--- src/rtl/pixel_stream_proc.sv ---
// Per-pixel stream stage: bypass / invert / threshold / 3-tap smoothing with a
// per-line mode latch, a 2-entry output FIFO and a completed-line counter.
module pixel_stream_proc #(
  parameter int PIXEL_W  = 8,
  parameter int LINE_LEN = 64,
  parameter int LCNT_W   = 16
) (
  input  logic               clk,
  input  logic               rst,
  input  logic [1:0]         mode,
  input  logic [PIXEL_W-1:0] thresh,
  input  logic [PIXEL_W-1:0] in_pixel,
  input  logic               in_valid,
  output logic               in_ready,
  output logic [PIXEL_W-1:0] out_pixel,
  output logic               out_valid,
  input  logic               out_ready,
  output logic               out_eol,
  output logic [LCNT_W-1:0]  line_count
);

  localparam int COL_W = (LINE_LEN > 1) ? $clog2(LINE_LEN) : 1;
  localparam logic [COL_W-1:0] COL_LAST = COL_W'(LINE_LEN - 1);

  typedef struct packed {
    logic [PIXEL_W-1:0] pix;
    logic               eol;
  } ent_t;

  ent_t               mem_q [2];
  ent_t               mem_d [2];
  logic               rd_q, rd_d, wr_q, wr_d;
  logic [1:0]         cnt_q, cnt_d;
  logic [COL_W-1:0]   col_q, col_d;
  logic [1:0]         mode_q, mode_d;
  logic [PIXEL_W-1:0] h1_q, h1_d, h2_q, h2_d;
  logic [LCNT_W-1:0]  lcnt_q, lcnt_d;

  logic               accept, pop, col0, last;
  logic [1:0]         eff_mode;
  logic [PIXEL_W-1:0] h1e, h2e, res;
  logic [PIXEL_W+1:0] sum;

  assign in_ready   = !rst && (cnt_q != 2'd2);
  assign out_valid  = (cnt_q != 2'd0);
  assign out_pixel  = mem_q[rd_q].pix;
  assign out_eol    = mem_q[rd_q].eol;
  assign line_count = lcnt_q;

  assign accept   = in_valid && in_ready;
  assign pop      = out_valid && out_ready;
  assign col0     = (col_q == '0);
  assign last     = (col_q == COL_LAST);
  // The first pixel of a line sees the live mode; the rest use the latched one.
  assign eff_mode = col0 ? mode : mode_q;

  // Edge replication at the start of a line keeps the previous line out of the taps.
  assign h1e = col0 ? in_pixel : h1_q;
  assign h2e = col0 ? in_pixel : ((col_q == COL_W'(1)) ? h1_q : h2_q);
  assign sum = {2'b00, h2e} + {1'b0, h1e, 1'b0} + {2'b00, in_pixel};

  always_comb begin
    res = in_pixel;
    case (eff_mode)
      2'd0: res = in_pixel;
      2'd1: res = ~in_pixel;
      2'd2: res = (in_pixel >= thresh) ? {PIXEL_W{1'b1}} : '0;
      2'd3: res = sum[PIXEL_W+1:2];
      default: res = in_pixel;
    endcase
  end

  always_comb begin
    mem_d  = mem_q;
    rd_d   = rd_q;
    wr_d   = wr_q;
    col_d  = col_q;
    mode_d = mode_q;
    h1_d   = h1_q;
    h2_d   = h2_q;
    lcnt_d = lcnt_q;
    cnt_d  = cnt_q + {1'b0, accept} - {1'b0, pop};
    if (accept) begin
      mem_d[wr_q] = '{pix: res, eol: last};
      wr_d        = ~wr_q;
      col_d       = last ? '0 : col_q + COL_W'(1);
      h1_d        = in_pixel;
      h2_d        = h1_q;
      if (col0) mode_d = mode;
    end
    if (pop) begin
      rd_d = ~rd_q;
      if (mem_q[rd_q].eol) lcnt_d = lcnt_q + LCNT_W'(1);
    end
  end

  always_ff @(posedge clk) begin
    if (rst) begin
      mem_q[0] <= '0;
      mem_q[1] <= '0;
      rd_q     <= 1'b0;
      wr_q     <= 1'b0;
      cnt_q    <= 2'd0;
      col_q    <= '0;
      mode_q   <= 2'd0;
      h1_q     <= '0;
      h2_q     <= '0;
      lcnt_q   <= '0;
    end else begin
      mem_q  <= mem_d;
      rd_q   <= rd_d;
      wr_q   <= wr_d;
      cnt_q  <= cnt_d;
      col_q  <= col_d;
      mode_q <= mode_d;
      h1_q   <= h1_d;
      h2_q   <= h2_d;
      lcnt_q <= lcnt_d;
    end
  end

endmodule
--- config.mk ---
export PLATFORM = sky130hd
export DESIGN_NAME = pixel_stream_proc
export DESIGN_NICKNAME = d
export VERILOG_FILES = /design/src/rtl/pixel_stream_proc.sv
export SDC_FILE = /design/constraint.sdc
export NUM_CORES = 1
export LEC_CHECK = 0
export BUFFER_PORTS_ARGS = -buffer_cell sky130_fd_sc_hd__buf_4
export CORE_ASPECT_RATIO = 0.7
export CORE_UTILIZATION = 55
export DETAILED_ROUTE_END_ITERATION = 7
export GPL_TIMING_DRIVEN = 0
export PLACE_DENSITY_LB_ADDON = 0.2
export SLEW_MARGIN = 40
export SYNTH_ARGS = -nofsm -noshare
export SYNTH_HDL_FRONTEND = slang
export SYNTH_SLANG_ARGS = --single-unit
--- constraint.sdc ---
create_clock -name clk -period 4.3 [get_ports clk]
set_clock_uncertainty 0.15 [all_clocks]
set_input_delay 0.43 -clock clk [delete_from_list [all_inputs] [get_ports clk]]
set_output_delay 0.43 -clock clk [all_outputs]
set_load 0.05 [all_outputs]
; Word-level counts from Yosys, hierarchy flattened
; Index checks and enable logic that the tools add are counted.
[classes]
add_sub_neg = 6
order_cmp = 4
n_eq_ne = 6
mux = 13
bitwise_logic = 5
n_reduce_logical = 9
[op_table]
columns = cell, n
row1 = 9-bit two-way mux, 4
row2 = 8-bit two-way mux, 4
row3 = 8-bit case mux with 4 select lines, 1
row4 = 18-bit bitwise mux, 1
row5 = "16-bit by 1-bit adder with 16-bit output, second input constant", 1
row6 = 10-bit by 8-bit adder with 10-bit output, 1
row7 = 8-bit by 9-bit adder with 10-bit output, 1
row8 = 9-bit demux with 1-bit select, 1
row9 = 8-bit >= comparator, 1
row10 = 8-bit inverter, 1
row11 = "6-bit by 1-bit adder with 6-bit output, second input constant", 1
row12 = "6-bit by 1-bit equality test with 1-bit output, second input constant", 1
row13 = "6-bit equality test, second input constant", 1
row14 = 6-bit zero test, 1
row15 = 6-bit two-way mux, 1
row16 = "2-bit equality test, second input constant", 2
row17 = "2-bit >= comparator, second input constant", 2
row18 = 1-bit logical AND, 4
row19 = 1-bit inverter with 2-bit output, 2
row20 = 2-bit by 1-bit adder with 2-bit output, 1
row21 = "2-bit by 1-bit equality test with 1-bit output, second input constant", 1
row22 = 2-bit zero test, 1
row23 = "2-bit by 1-bit less-than comparator with 1-bit output, second input constant", 1
row24 = 2-bit two-way mux, 1
row25 = 6 further kinds, 7
[word_totals]
regBits = 62
input_bits = 22
output_inout_bits = 27
word_cells = 55

; Depth between registers and ports, before layout
[depth]
depth_word = 7
mapped_depth = 16
ltp_nobuf = 15

; Least setup slack after synthesis
; OpenSTA, ideal clock, no wires.
[synth_timing]
path_kind = flip-flop to flip-flop
from = register col_q[2]
to = register mem_q[17] in the netlist's numbering
setup_time_ps = 86
arrival_time_ps = 3553
t_required_ps = 4064
slack_ps = 511
path_stages_with_launch = 15
n_path_buf = 1
period_less_slack_ps = 3789
cell_sequence = dfxtp_1 -> nor4_4 -> buf_2 -> nand2_1 -> mux2i_1 -> a21oi_1 -> fa_1 -> nand4_1 -> fa_1 -> nand2b_1 -> a21oi_1 -> o21bai_1 -> a2111oi_0 -> a211oi_1 -> a211oi_1
[synth_via]
elab_chain_len = 7
word_cells_on_any_way = 14
cone_classes = add/sub (2) / eq/ne (4) / mux (6) / reduce/logical (2)
[synth_rtl]
columns = item, line_no
row1 = "start, declared", 34  ; logic [COL_W-1:0] col_q, col_d;
row2 = "start signal, assigned", 114  ; col_q <= col_d;
row3 = 6-bit by 1-bit equality test with 1-bit output, 59  ; assign h2e = col0 ? in_pixel : ((col_q == COL_W'(1)) ? h1_q : h2_q);
row4 = 8-bit two-way mux (2 in a row), 59
row5 = 8-bit by 9-bit adder with 10-bit output, 60  ; assign sum = {2'b00, h2e} + {1'b0, h1e, 1'b0} + {2'b00, in_pixel};
row6 = 10-bit by 8-bit adder with 10-bit output, 60
row7 = 8-bit case mux with 4 select lines (*), 64  ; case (eff_mode)
row8 = 18-bit bitwise mux (*), 84  ; mem_d[wr_q] = '{pix: res, eol: last};
row9 = "end signal, assigned", 110  ; mem_q <= mem_d;
row10 = "end, declared", 30  ; ent_t mem_q [2];
; Mark *: on every way between the ends. The rest lies on a longest branch, timed or not.
; A chain may end at the register's enable or synchronous reset.

; Final worst setup path
[layout_timing]
from = register col_q[0]
to = register mem_q[16] in the netlist's numbering
; Same word-level chain as after synthesis.

==> results.json <==
{
  "hpwlAfterDp_um": 7660,
  "nets_final": 582,
  "timing_hold_violations_final": 0,
  "cp_data_required_time_ps": 4360,
  "worst-endpoint-arrival_ps": 4150,
  "fp-row-count": 25,
  "clock_tree.htree_level_count": 3,
  "crit_path_max_fanout": 19,
  "drv_cap": 0,
  "timing.max_slew.rel_slack": 0.587,
  "layout.core_utilization": 0.673,
  "worst_pin_slew_ps": 613,
  "fmax_mhz": 244,
  "finalWorstPathRequiredPeriod_ps": 4090,
  "synthCells": 472,
  "synthDistinctLibCells": 60,
  "min_delay_path_class": "in2reg",
  "pins_over_slew_limit": 0,
  "yosys-top-cells-count": "62 x sky130_fd_sc_hd__dfxtp_1, 48 x sky130_fd_sc_hd__nand3_1, 43 x sky130_fd_sc_hd__nand2_1",
  "wire_per_inst_um": 15.9,
  "power_leakage_uw": 0.00197,
  "grt_setup_unrepaired": "yes",
  "crit_buf_inv": 3,
  "synth-seq-cells": 62,
  "finalCritPeriodShare": 0.952,
  "number_of_placed_i_o_pins": 49,
  "globalRouteOverflowTotal": 0,
  "port_buffer_count": 48,
  "power.density_cell_area_nw_per_um2": 508,
  "syn-num-nets": 523,
  "numClockSinks": 62,
  "async_flop_share": 0,
  "setup.worst_path.class": "reg2reg",
  "run_status": "complete, no violations",
  "grt_pass1_wl_um": 15900,
  "die_h_um": 72.2,
  "path_delay_family": "compound AO/OA/AOI/OAI gates",
  "total_power_uw": 2320,
  "cts_made_buffers": 9,
  "drtPass1Iterations": 6,
  "first_global_vias": 3252,
  "synth_sequential_area_ratio": 0.321,
  "postSynthAreaPerCell_um2": 8.19,
  "netlist_area_um2": 3870,
  "crit_path_cell_trace": "inv_1 -> ha_2 -> nand2_4 -> buf_2 -> mux2i_1 -> fa_1 -> inv_1 -> ha_1 -> and3_1 -> a221oi_1 -> o221ai_1 -> o311a_1 -> a211oi_2 -> a211oi_2",
  "setup_viol": 0,
  "cp_slowest_cell": "sky130_fd_sc_hd__fa_1",
  "tritoncts": "built",
  "antenna_cells_inserted": 0,
  "layout-area-overhead-vs-synth_pct": 18.1,
  "drcViolationCount": 0,
  "cts.root.buffer_cell": "sky130_fd_sc_hd__clkbuf_8",
  "synth.most_common_cell": "sky130_fd_sc_hd__dfxtp_1",
  "synth-main-ff-cell": "sky130_fd_sc_hd__dfxtp_1",
  "drt-vias-per-instance": 5.72,
  "clk_latency_ps": 340,
  "drt_first_iter_violations": 193,
  "fp.coreArea_um2": 6790,
  "synth_edf_count": 0,
  "cts.path.max_buffers": 2,
  "yosys_warnings": 0,
  "critical_path.max_stage_delay_ps": 450,
  "share_of_cells_above_drive_strength_1": 0.179,
  "ir_drop_mv": 0.229,
  "instances_no_fill": 630,
  "vias": 3604,
  "antenna_violating_nets_post_route": 0,
  "whs_ps": 252,
  "starting_density_of_the_core": 0.570,
  "synth_area_leaders": "sky130_fd_sc_hd__dfxtp_1 32%, sky130_fd_sc_hd__ha_1 6.8%, sky130_fd_sc_hd__nand3_1 6.2%",
  "timing.critical_path.from_type": "register",
  "gp_congestion": 0.972,
  "synth_area_leader_cell": "sky130_fd_sc_hd__dfxtp_1",
  "die_w_um": 102,
  "largest_net_degree_at_the_start_of_global_routing": 20,
  "placedCellCount": 614,
  "synth_largest_type_area_fraction": 0.321,
  "area_enclosed_by_the_die_boundary_um2": 7380,
  "cts-hold-fix-buffers": 0,
  "finalWirelength_um": 10000,
  "crit_path_end_kind": "register",
  "grt_antenna_before_repair": 0,
  "globalRouteTotalUtil": 0.287,
  "clkSlewWorstSetupHoldPaths_ps": 70
}
-- cell families (layout without fill, tap and decap cells) --
family	after synthesis	after routing	share of synthesized area
XOR/XNOR	22	22	0.0498
adder cells (fa/ha/maj)	29	29	0.109
buffers and inverters	59	123	0.0624
multiplexers	20	20	0.0566
flip-flops	62	62	0.321
AO/OA/AOI/OAI	101	101	0.176
AND/OR/NAND/NOR	179	179	0.225
-- final timing paths --
kind         depth (start not counted)        end  slack, ps         from
max                                 14  mem_q[16]        210     col_q[0]
min                                  3    h1_q[1]        250  in_pixel[1]
min reg2reg                          2    h2_q[1]        310      h2_q[1]
max reg2reg                         14  mem_q[16]        210     col_q[0]
-- layer usage --
| layer | track usage | part of all wire | vias to the layer above |
|---|---|---|---|
| li1 | - | - | 1782 |
| met1 | 0.424 | 0.49 | 1656 |
| met2 | 0.401 | 0.41 | 153 |
| met3 | 0.0848 | 0.089 | 13 |
| met4 | 0.0825 | 0.0092 | 0 |
| met5 | 0 | 0 | - |
-- cell usage in the layout, fill, tap and decap left out, types with 10 or more instances in the layout --
cell type,synthesis,routed
sky130_fd_sc_hd__o21ai_0,34,33
sky130_fd_sc_hd__clkbuf_8,0,10
sky130_fd_sc_hd__dfxtp_1,62,62
sky130_fd_sc_hd__xor2_1,10,10
sky130_fd_sc_hd__nand2_1,43,43
sky130_fd_sc_hd__mux2i_1,10,10
sky130_fd_sc_hd__ha_1,21,19
sky130_fd_sc_hd__buf_4,0,51
sky130_fd_sc_hd__a21oi_1,19,18
sky130_fd_sc_hd__clkbuf_1,12,10
sky130_fd_sc_hd__xnor2_1,12,12
sky130_fd_sc_hd__nand3_1,48,48
sky130_fd_sc_hd__nor2_1,40,40
sky130_fd_sc_hd__inv_1,39,39
-- metrics by stage --
stage	TNS, ps	instance area (um2)	setup slack [ps]
final	0	4570	205
after floorplan	0	3870	511
after CTS	0	4550	42.1
after detailed placement	-939	4350	-219
after global placement	-541	4350	-185
after global routing	-56.8	4570	-26.4
-- power breakdown --
| part | internal (uW) | switching, uW | total, uW |
|---|---|---|---|
| combinational | 437 | 692 | 1130 |
| sequential | 633 | 45.4 | 678 |
| clock | 283 | 227 | 510 |
-- layout make-up --
type                    instances  area, um2
plain buffers                  18       91.3
flip-flops and latches         62       1240
clock buffers                  11        141
repair buffers                 50        375
fillers                       591       2220
multi-input cells             351       2390
well taps                      94        118
inverters                      39        146
clock inverters                 5       58.8
-- flip-flops by register name, indices dropped and copies added (netlist names) --
| register | cells |
|---|---|
| cnt_q | 2 |
| col_q | 6 |
| h1_q | 8 |
| h2_q | 8 |
| line_count | 16 |
| mem_q | 18 |
| mode_q | 2 |
| rd_q | 1 |
| wr_q | 1 |
-- repair_timing --
action | CTS | global route
gates cloned | 0 | 0
buffers inserted | 2 | 0
pin swaps | 1 | 0
resized for setup | 1 | 7
setup endpoints to repair | 8 | 8
-- worst reg2reg max path, stage by stage (launching register included) --
cell and delay (ps):
sky130_fd_sc_hd__dfxtp_1 440, sky130_fd_sc_hd__inv_1 80, sky130_fd_sc_hd__ha_2 270, sky130_fd_sc_hd__nand2_4 240, sky130_fd_sc_hd__buf_2 290, sky130_fd_sc_hd__mux2i_1 300, sky130_fd_sc_hd__fa_1 450, sky130_fd_sc_hd__inv_1 70
sky130_fd_sc_hd__ha_1 320, sky130_fd_sc_hd__and3_1 190, sky130_fd_sc_hd__a221oi_1 280, sky130_fd_sc_hd__o221ai_1 160, sky130_fd_sc_hd__o311a_1 330, sky130_fd_sc_hd__a211oi_2 300, sky130_fd_sc_hd__a211oi_2 110
(Power assumes the default switching activity.)
